--- config.mk ---
export PLATFORM = sky130hd
export DESIGN_NAME = ej32_dc_seq
export DESIGN_NICKNAME = d
export VERILOG_FILES = /design/src/rtl/ej32_dc_seq.sv
export SDC_FILE = /design/constraint.sdc
export NUM_CORES = 1
export LEC_CHECK = 0
export CORE_ASPECT_RATIO = 1.25
export CORE_MARGIN = 2
export CORE_UTILIZATION = 31
export DETAILED_ROUTE_END_ITERATION = 8
export GPL_TIMING_DRIVEN = 0
export HOLD_SLACK_MARGIN = 0.08
export PLACE_DENSITY_LB_ADDON = 0.15
export SLEW_MARGIN = 20
export SYNTH_ARGS = -nofsm -noshare
export SYNTH_HDL_FRONTEND = slang
export SYNTH_SLANG_ARGS = --single-unit
--- constraint.sdc ---
create_clock -name clk -period 4.58 [get_ports clk]
set_input_delay 1.374 -clock clk [delete_from_list [all_inputs] [get_ports clk]]
set_output_delay 1.374 -clock clk [all_outputs]
set_load 0.05 [all_outputs]
--- src/rtl/ej32_dc_seq.sv ---
// ============================================================================
// ej32_dc_seq : eJ32 opcode register and table-driven per-instruction phase sequencer
// rev 1.0
// ============================================================================
`default_nettype none

module ej32_dc_seq #(
  parameter int         PH_W   = 3,
  parameter int         NBSY   = 2,
  parameter logic [7:0] RST_OP = 8'h00
) (
  input  logic            clk,
  input  logic            rst,
  input  logic [7:0]      data,
  input  logic            fetch_vld,
  input  logic [NBSY-1:0] busy,
  output logic [7:0]      code,
  output logic [PH_W-1:0] phase,
  output logic            au_en,
  output logic            br_en,
  output logic            ls_en,
  output logic            p_inc,
  output logic            last,
  output logic            op_err
);

  localparam logic [7:0] c_OP_ERR = 8'hff;
  localparam int         c_CW     = (PH_W > 3) ? PH_W : 3;

  typedef enum logic [1:0] {
    CL_SINGLE = 2'd0,
    CL_STEP   = 2'd1,
    CL_WAIT   = 2'd2,
    CL_STALL  = 2'd3
  } cls_t;

  typedef struct packed {
    logic       legal;
    cls_t       cls;
    logic [2:0] n;
    logic [3:0] bsel;
    logic       au;
    logic       br;
    logic       ls;
  } op_info_t;

  // n is the index of the final phase; STALL always uses phases 0..1
  function automatic op_info_t op_info(input logic [7:0] op);
    op_info_t r;
    r = '{legal: 1'b1, cls: CL_SINGLE, n: 3'd0, bsel: 4'd0,
          au: 1'b0, br: 1'b0, ls: 1'b0};
    case (op) inside
      8'h00: ;
      [8'h02:8'h08], 8'h57, 8'h59, 8'h5f, 8'h60, 8'h64, 8'h74,
      8'h78, 8'h7a, 8'h7c, 8'h7e, 8'h80, 8'h82:
        r.au = 1'b1;
      8'h10: begin r.cls = CL_STEP; r.n = 3'd1; r.au = 1'b1; end
      8'h11: begin r.cls = CL_STEP; r.n = 3'd2; r.au = 1'b1; end
      8'h12: begin r.cls = CL_STEP; r.n = 3'd4; r.au = 1'b1; end
      8'h15: begin r.au = 1'b1; r.br = 1'b1; end
      8'h2e: begin r.cls = CL_WAIT; r.n = 3'd5; r.ls = 1'b1; end
      8'h33: begin r.cls = CL_WAIT; r.n = 3'd2; r.ls = 1'b1; end
      8'h35: begin r.cls = CL_WAIT; r.n = 3'd3; r.ls = 1'b1; end
      8'h4f: begin r.cls = CL_WAIT; r.n = 3'd5; r.au = 1'b1; r.ls = 1'b1; end
      8'h54: begin r.cls = CL_WAIT; r.n = 3'd2; r.au = 1'b1; r.ls = 1'b1; end
      8'h56: begin r.cls = CL_WAIT; r.n = 3'd3; r.au = 1'b1; r.ls = 1'b1; end
      8'h58: begin r.cls = CL_WAIT; r.n = 3'd1; r.au = 1'b1; end
      8'h5a: begin r.cls = CL_WAIT; r.n = 3'd2; r.au = 1'b1; end
      8'h5c: begin r.cls = CL_WAIT; r.n = 3'd3; r.au = 1'b1; end
      8'h68: begin
        r.au = 1'b1;
        if (NBSY > 1) begin r.cls = CL_STALL; r.n = 3'd1; r.bsel = 4'd1; end
      end
      8'h6c, 8'h70: begin r.cls = CL_STALL; r.n = 3'd1; r.au = 1'b1; end
      8'h84, 8'ha8: begin
        r.cls = CL_WAIT; r.n = 3'd2; r.au = 1'b1; r.br = 1'b1; r.ls = 1'b1;
      end
      [8'h99:8'ha7]: begin r.cls = CL_STEP; r.n = 3'd2; r.br = 1'b1; end
      8'hd3: begin r.cls = CL_WAIT; r.n = 3'd2; r.ls = 1'b1; end
      8'hd4: begin r.cls = CL_WAIT; r.n = 3'd1; r.ls = 1'b1; end
      default: r.legal = 1'b0;
    endcase
    return r;
  endfunction

  function automatic logic op_legal(input logic [7:0] op);
    op_info_t r;
    r = op_info(op);
    return r.legal;
  endfunction

  op_info_t          w_inf;
  logic [c_CW-1:0]   w_ph;
  logic [c_CW-1:0]   w_n;
  logic              w_bsy;
  logic              w_act;
  logic              w_pinc;
  logic              w_last;
  logic [7:0]        w_nxt_code;
  logic [PH_W-1:0]   w_nxt_phase;

  assign w_inf = op_info(code);
  assign w_ph  = c_CW'(phase);
  assign w_n   = c_CW'(w_inf.n);

  always_comb begin
    w_bsy = 1'b0;
    for (int i = 0; i < NBSY; i++) begin
      if (w_inf.bsel == 4'(i)) w_bsy = busy[i];
    end
  end

  always_comb begin
    w_act       = 1'b0;
    w_pinc      = 1'b0;
    w_last      = 1'b0;
    w_nxt_code  = code;
    w_nxt_phase = phase;
    if (w_inf.cls == CL_STALL && w_ph == c_CW'(0)) begin
      w_act       = 1'b1;
      w_nxt_phase = phase + 1'b1;
    end else if (w_inf.cls == CL_STALL && w_ph == c_CW'(1) && w_bsy) begin
      w_act = 1'b1;
    end else if (!fetch_vld) begin
      w_act = 1'b0;
    end else if (w_ph >= w_n) begin
      // ">" only after corruption: recover by loading the next opcode
      w_act       = 1'b1;
      w_pinc      = 1'b1;
      w_last      = 1'b1;
      w_nxt_phase = '0;
      w_nxt_code  = op_legal(data) ? data : c_OP_ERR;
    end else begin
      w_act       = 1'b1;
      w_pinc      = (w_inf.cls == CL_STEP);
      w_nxt_phase = phase + 1'b1;
    end
  end

  always_ff @(posedge clk or negedge rst) begin
    if (!rst) begin
      code  <= RST_OP;
      phase <= '0;
    end else begin
      code  <= w_nxt_code;
      phase <= w_nxt_phase;
    end
  end

  assign au_en  = rst & w_act & w_inf.au;
  assign br_en  = rst & w_act & w_inf.br;
  assign ls_en  = rst & w_act & w_inf.ls;
  assign p_inc  = rst & w_pinc;
  assign last   = rst & w_last;
  assign op_err = rst & w_act & ~w_inf.legal;

endmodule

`default_nettype wire
== Word level (Yosys, flattened, before mapping) ==
Index checks and enable logic that the tools add are counted.

* Flip-flop bits (word level): 11
* Input bits: 13
* Output and inout port bits: 17

* Add/sub/neg operators: 1
* Order comparisons: 9
* Equality and inequality tests: 69
* Muxes and demuxes: 157
* Bitwise operators: 10
* Reduce and logical (&&, ||, !) cells: 20

{| class="wikitable"
|+ Operators by type and width
! operator !! count
|-
| $eq 8x7->1 const B || 38
|-
| $mux 1 || 116
|-
| $mux 5 || 21
|-
| $eq 8x8->1 const B || 12
|-
| $eq 8x5->1 const B || 8
|-
| $mux 4 || 15
|-
| $eq 8x6->1 const B || 6
|-
| $reduce_or 13->1 || 2
|-
| $ge 8x2->1 const B || 2
|-
| $ge 8x8->1 const B || 2
|-
| $le 8x4->1 const B || 2
|-
| $le 8x8->1 const B || 2
|-
| $logic_not 8->1 || 2
|-
| $mux 3 || 4
|-
| $mux 8 || 1
|-
| $reduce_or 2->1 || 4
|-
| $and 1x1->1 || 7
|-
| $logic_and 1x1->1 || 7
|-
| $eq 4x1->1 const B || 1
|-
| $logic_not 4->1 || 1
|-
| $reduce_and 4->1 || 1
|-
| $add 3x1->3 const B || 1
|-
| $eq 3x1->1 const B || 1
|-
| $ge 3x3->1 || 1
|-
| 7 further kinds || 9
|}

== Depth between registers and ports, before layout ==
Gate-level depths: netlist of run 1.

* Depth in word-level cells: 29
* Depth in mapped cells: 13
* Gate-level depth less buffers: 10

== Least setup slack after synthesis of run 1 ==
No wires, ideal clock.

* Kind: register to output
* Start: register code[2]
* End: output last
* Arrival time: 3.128 ns
* Required time: 3.206 ns
* Setup slack: 0.078 ns
* Stages on the path, launching flop included: 13
* Path buffers: 3
* Path through: dfrtp_1 -> buf_2 -> buf_2 -> nand2_1 -> o22a_1 -> or3_1 -> a21oi_1 -> nor4_1 -> ha_1 -> a211oi_1 -> nor3_1 -> clkbuf_1 -> and3_1

* Cells in the longest elaborated chain, start to end: 28
* Elaborated cells on any way between the ends: 93

{| class="wikitable"
|+ Ends and longest elaborated chain
! element !! RTL line !! RTL
|-
| start: declaration || 17 || <nowiki>output logic [7:0] code,</nowiki>
|-
| start signal: assignment || 145 || <nowiki>code <= w_nxt_code;</nowiki>
|-
| branches (longest 26 deep; another with $ge 8x8->1) || -- ||
|-
| $mux 1 (*) || 119 || <nowiki>if (w_inf.cls == CL_STALL && w_ph == c_CW'(0)) begin</nowiki>
|-
| $and 1x1->1 (*) || 154 || <nowiki>assign last = rst & w_last;</nowiki>
|-
| end: declaration || 23 || <nowiki>output logic last,</nowiki>
|}

Every way passes the cells marked *.

== Worst setup path after layout of run 1 ==
* Start: register code[2]
* End: output p_inc

* Cells in the longest elaborated chain, start to end: 28
* Elaborated cells on any way between the ends: 94

{| class="wikitable"
|+ Ends and longest elaborated chain
! element !! RTL line !! RTL
|-
| branches (longest 26 deep; another with $ge 8x8->1) || -- ||
|-
| $mux 1 (*) || 119 ||
|-
| $and 1x1->1 (*) || 153 || <nowiki>assign p_inc = rst & w_pinc;</nowiki>
|-
| end: declaration || 22 || <nowiki>output logic p_inc,</nowiki>
|}

Marks and branches as above.

==> impl_metrics.yaml, run 1 <==
setup_path:
  slowest_delay_ns: 0.43
  arrival_ns: 3.10
  cp-start-kind: "flip-flop"
  cp.required_ns: 3.21
  path_buf_inv: 3
  path_common_cell: "buf_4"
  critical_path.slowest_cell: "dfrtp_1"
  crit_chain: "buf_4 > buf_4 > nand2_1 > o22a_1 > or3_1 > a21oi_2 > nor4_1 > ha_1 > a211oi_4 > nor2_2 > nand3b_1 > and4_1 > buf_6"
  crit_fanout: 10
  crit_type: "flip-flop to output port"
  end_kind: "output port"
  cpLargestDelayFamily: "simple AND/OR/NAND/NOR gates"
floorplanning:
  fp.dieArea_sq_um: 6038
  die_w_um: 69.90
  start_util_pct: 31.57
  die_h_um: 86.38
  rows: 30
  ioPinCount: 30
  core_area_sq_um: 5330
clocking:
  h-tree-depth: 1
  clk_pin_slew_ns: 0.05
  cts_tree: "done"
  cts-root-buf: "clkbuf_8"
  cts_made_buffers: 3
  clock_sinks: 11
  clk_path_buf_depth: 2
  insertion_delay_ns: 0.24
timing:
  final_hold_viol_count: 0
  clock.fmax_mhz: 223.7
  setup_violations: 0
  worst_slew_margin_rel_pct: 59.26
  whs_ns: 0.6337
  setup_ws_ns: 0.1098
  rsz0062_at_grt: "false"
  min_period_ns: 4.470
  worstMarginPinSlew_ns: 0.6111
  fin_worst_skew_ns: 0.005783
  final_max_slew_viol_count: 0
  finalCritPeriodShare_pct: 97.60
worst_hold_path:
  hp-class: "flip-flop to flip-flop"
drt:
  final_antenna_net_count: 0
  drt-wirelength-per-cell_um: 16.17
  vias: 1953
  via_per_inst: 5.991
  wirelength_mm: 5.272
  drc_errors: 0
  drtPass1Iterations: 4
  drt_iter0_drc: 135
global_route:
  grt_pass1_wl_mm: 8.631
  grt_max_degree: 15
  grt_use_total_pct: 17.20
  grt_pass1_vias: 1818
  overflow: 0
  antenna_found_initial: 0
placed_design:
  dpl_worst_slack_ns: -0.5533
  routabilityCongestion: 0.8561
  dpl.hpwl_mm: 3.932
  port_buffers: 28
synth:
  syn_area_sq_um: 1683
  synth_area_leader_cell: "dfrtp_1"
  avgSynthCellArea_sq_um: 7.580
  synth_cells: 222
  ys_ff_latch: 11
  synthTopCellsByArea: "dfrtp_1 (16%), a21oi_1 (5.1%), a31oi_1 (4.8%), buf_2 (4.5%), ha_1 (4.5%)"
  synth_edf_count: 0
  synth_cell_types: 66
  syn_nets: 241
  ys_seq_area_share_pct: 16.36
  synthArstFlopShare_pct: 100.0
  synth_warnings: 0
  synth_flop_cell: "dfrtp_1"
  synth_top_area_share_pct: 16.36
pwr:
  irDropWorstVdd_mv: 0.1491
  combPwrFrac_pct: 55.5
  clock_power_share_pct: 18.7
  switching_share_pct: 45.21
  intPower_uw: 277.5
  power_frac_seq_pct: 25.7
  switchingPower_uw: 229.0
  leakagePower_uw: 0.0008872
  powerDensity_nw_per_um2: 225.7
cells_and_area:
  layout-drive-gt1-share_pct: 22.14
  fillerInstances: 574
  nets: 282
  final_util_pct: 42.11
  antenna_cells: 0
  area_growth_pct: 33.38
run_status:
  status: "finished clean"
run:
  drv_cap: 0
==> logic make-up after synthesis <==
group                    share of synthesized area [%]
AND/OR/NAND/NOR                                  33.31
AO/OA/AOI/OAI                                    33.38
buffers and inverters                            9.591
flip-flops                                       16.36
adder cells (fa/ha/maj)                          4.461
multiplexers                                     1.859
XOR/XNOR                                         1.041
==> registers in the layout (all words and copies together) (netlist names) <==
register  flops
code          8
phase         3
==> metal layers <==
metal	share of wire, %	global-route usage [%]	routed length [um]	vias up
li1	-	-	-	940
met1	44	22.93	2312	930
met2	50	30.04	2612	73
met3	5.4	1.744	283	10
met4	1.2	4.021	64	0
met5	0	0	0	-
==> synthesized netlist by cell type (all sizes together), types with 4 or more instances <==
| master | n |
|---|---|
| ha | 6 |
| a31oi | 13 |
| o21ai | 8 |
| nor2 | 13 |
| nor3b | 5 |
| nand2b | 6 |
| nand2 | 7 |
| nor2b | 8 |
| and3 | 4 |
| nor4 | 6 |
| a21oi | 17 |
| inv | 14 |
| a211oi | 4 |
| nor3 | 9 |
| nand3 | 5 |
| dfrtp | 11 |
| buf | 18 |
==> area by class of cell <==
class	instances	area [sq um]	share of cell area, %
repair buffers	36	332.8	14.83
multi-input cells	177	1320	58.81
well taps	64	80.08	3.567
inverters	14	52.55	2.341
plain buffers	20	133.9	5.964
clock buffers	3	41.29	1.839
flip-flops and latches	11	279.0	12.43
clock inverters	1	5.005	0.2230
==> layout by cell type, fill, tap and decap left out, types with 5 or more instances in the layout <==
master	Yosys	final
a21oi_1	17	16
a31oi_1	13	13
buf_2	15	10
buf_4	2	13
buf_6	1	5
clkdlybuf4s50_1	0	21
dfrtp_1	11	8
ha_1	6	6
inv_1	13	13
nand2_1	7	6
nand2b_1	6	5
nand3_1	5	5
nor2_1	13	12
nor2b_1	8	7
nor3_1	9	7
nor3b_1	5	5
nor4_1	6	5
o21ai_0	6	6
==> metrics by stage <==
| stage | cells | cell area, sq um | TNS, ns | total power (uW) |
|---|---|---|---|---|
| 2_1_floorplan | 222 | 1683 | 0 | 305.4 |
| 3_3_place_gp | 314 | 2043 | -2.653 | 390.7 |
| 3_5_place_dp | 314 | 2043 | -2.579 | 388.8 |
| 4_1_cts | 318 | 2126 | -0.01398 | 490.5 |
| 5_1_grt | 326 | 2245 | 0 | 538.8 |
| 6_report | 326 | 2245 | 0 | 506.5 |
==> power groups by stage <==
| stage | logic, uW | clock network, uW | registers [uW] |
|---|---|---|---|
| 3_3_place_gp | 258 | 0 | 133 |
| 6_report | 281 | 94.9 | 130 |
| 3_5_place_dp | 256 | 0 | 133 |
| 2_1_floorplan | 137 | 0 | 168 |
| 4_1_cts | 262 | 97.3 | 131 |
| 5_1_grt | 302 | 104 | 133 |
==> path summary, 6_finish.rpt <==
| check | from | to | slack [ns] | depth (start not counted) |
|---|---|---|---|---|
| hold / removal | phase[0] | phase[0] | 0.63 | 1 |
| setup reg to reg | code[2] | code[2] | 1.65 | 13 |
| hold reg to reg | phase[0] | phase[0] | 0.63 | 1 |
| setup / recovery | code[2] | p_inc | 0.11 | 13 |
| min in group asynchronous | rst | code[2] | 1.26 | 1 |
| max in group asynchronous | rst | code[7] | 2.89 | 1 |
==> timing repair <==
| action | 4_1_cts | 5_1_grt |
|---|---|---|
| resized for setup | 31 | 18 |
| endpoints found under the setup margin | 6 | 3 |
| pin swaps | 2 | 8 |
| buffers inserted | 0 | 8 |
| hold buffers | 0 | 0 |
Note: power is estimated with default switching activity, not from simulation.
==> run 2: changes to the inputs <==
--- a/config.mk
+++ b/config.mk
@@ -7,7 +7,8 @@
 export LEC_CHECK = 0
 export CORE_ASPECT_RATIO = 1.25
 export CORE_MARGIN = 2
-export CORE_UTILIZATION = 31
+export CORE_UTILIZATION = 30
+export CTS_CLUSTER_DIAMETER = 100
 export DETAILED_ROUTE_END_ITERATION = 8
 export GPL_TIMING_DRIVEN = 0
 export HOLD_SLACK_MARGIN = 0.08
==> run 2 against run 1 <==
Cell count decreased by 0.92%. Utilization decreased by 1.3 points. Via count down 1.7%. Global-route usage down 0.11 points. Highest routed layer unchanged. Clock skew is 0.0034 ns lower. Fmax is 0.52% lower. Largest power group unchanged. Flip-flop and latch count unchanged.
==> impl_metrics.yaml, run 2 (synthesized netlist as in run 1, its figures left out) <==
run_status:
  status: "finished clean"
setup_path:
  cp.required_ns: 3.21
  end_kind: "output port"
  cp-start-kind: "flip-flop"
  reg2reg_depth: 12
  r2r_end: "code[2]"
  arrival_ns: 3.12
  slowest_delay_ns: 0.60
  crit_type: "flip-flop to output port"
  path_buf_inv: 1
  rrSetupSlack_ns: 1.48
  crit_fanout: 7
  reg2reg_from: "code[7]"
  critical_path.slowest_cell: "or4_4"
  crit_chain: "or4_4 > nor3_4 > mux2i_1 > o211ai_1 > ha_1 > nand2b_4 > a211oi_4 > nor2_2 > nand3b_1 > and4_1 > buf_6"
  cpLargestDelayFamily: "simple AND/OR/NAND/NOR gates"
cells_and_area:
  largestRegisters: "code x8, phase x3"
  largest_register_ffs: 8
  multiInputGateArea_sq_um: 1314
  fin_cells: 323
  layout-drive-gt1-share_pct: 20.08
  area_growth_pct: 31.23
  seq_area_sq_um: 276.5
  mostFrequentLayoutCells: "clkdlybuf4s50_1 (21), a21oi_1 (17), inv_1 (13), a31oi_1 (13), nor2_1 (12)"
  final_util_pct: 40.86
  nets: 279
  final_common_cell: "clkdlybuf4s50_1"
  antenna_cells: 0
  top_register: "code"
  fillerInstances: 613
worst_hold_path:
  hp-class: "flip-flop to flip-flop"
  hp-start: "phase[0]"
  hold_depth: 1
  worstHoldEndpoint: "phase[0]"
placed_design:
  dpl_worst_slack_ns: -0.5178
  placed_cells: 314
  routabilityCongestion: 0.8448
  port_buffers: 28
  dpl.hpwl_mm: 3.976
drt:
  final_antenna_net_count: 0
  drc_errors: 0
  drt_iter0_drc: 190
  wirelength_mm: 5.352
  dr.max_layer_used: "met4"
  drtPass1Iterations: 4
  drt-met1-wl_mm: 2.451
  via_per_inst: 5.941
  met2_wirelength_mm: 2.623
  vias: 1919
  drt-wirelength-per-cell_um: 16.57
  wl_met3_um: 232
clocking:
  cts_tree: "done"
  cts-root-buf: "clkbuf_8"
  insertion_delay_ns: 0.24
  clock_sinks: 11
  cts_made_buffers: 3
  clk_pin_slew_ns: 0.05
  h-tree-depth: 1
  clk_path_buf_depth: 2
floorplanning:
  die_h_um: 87.74
  fp.dieArea_sq_um: 6228
  core_area_sq_um: 5405
  start_util_pct: 31.13
  die_w_um: 70.99
  ioPinCount: 30
  rows: 30
timing:
  rsz0062_at_grt: "true"
  clock.fmax_mhz: 222.5
  fin_setup_tns_ns: 0
  fin_worst_skew_ns: 0.002371
  finalCritPeriodShare_pct: 98.12
  min_period_ns: 4.494
  setup_ws_ns: 0.08629
  setup_violations: 0
  worstMarginPinSlew_ns: 0.6106
  final_hold_viol_count: 0
  final_max_slew_viol_count: 0
  worst_slew_margin_rel_pct: 59.29
run:
  drv_cap: 0
global_route:
  grt_pass1_wl_mm: 8.742
  grt_pass1_vias: 1780
  overflow: 0
  grt_max_degree: 15
  grt_use_total_pct: 17.10
  antenna_found_initial: 0
pwr:
  total_power_uw: 504.2
  powerDensity_nw_per_um2: 228.3
  irDropWorstVdd_mv: 0.1490
  leakagePower_uw: 0.0008565
[run 2: worst register-to-register path, stage by stage (launching register included)]
cell and delay, ns:
dfrtp_2 0.47, or4_4 0.60, nor3_4 0.20, mux2i_1 0.10, o211ai_1 0.22, ha_1 0.26
nand2b_4 0.15, a211oi_4 0.28, buf_4 0.17, nor3_4 0.04, and2_1 0.19, buf_6 0.14
a31oi_1 0.18
[run 2: area by class of cell]
type	count	area share [%]
multi-input cells	177	59.49
repair buffers	34	14.50
flip-flops and latches	11	12.52
plain buffers	19	5.439
well taps	64	3.626
inverters	14	2.380
clock buffers	4	2.040
[run 2: worst max-delay path by stage]
| stage | endpoint | from | slack (ns) | depth (start not counted) |
|---|---|---|---|---|
| finish | p_inc | code[7] | 0.09 | 11 |
| global route | p_inc | code[6] | -0.07 | 12 |
| CTS | last | code[6] | -0.13 | 12 |
| detailed placement | last | code[2] | -0.52 | 13 |
| global placement | last | code[2] | -0.56 | 13 |
| floorplan | last | code[2] | 0.08 | 12 |
[run 2: routing by layer]
layer / vias to the layer above / global-route usage, %
met5: - / 0
met3: 7 / 1.726
met2: 52 / 29.23
li1: 925 / -
met4: 0 / 4.460
met1: 935 / 23.07
[run 2: repair_timing]
action | 4_1_cts | 5_1_grt
hold buffers | 0 | 0
hold endpoints to repair | 0 | 0
endpoints found under the setup margin | 6 | 5
pin swaps | 1 | 7
buffers inserted | 0 | 6
resized for setup | 22 | 25
[run 2: power by group]
group          internal [uW]  leakage, uW  total [uW]  switching [uW]
Combinational            106     0.000716         274             168
Sequential               109     0.000118         132            22.3
Clock                   61.2    0.0000228        98.5            37.3
Total                    277     0.000856         504             227
[run 2: metrics by stage]
step,hold WS [ns],instance area [sq um]
final,0.6213,2208
after global placement,0.6314,2043
after global routing,0.6850,2208
after floorplan,0.8776,1683
after detailed placement,0.6216,2043
after CTS,0.6330,2107
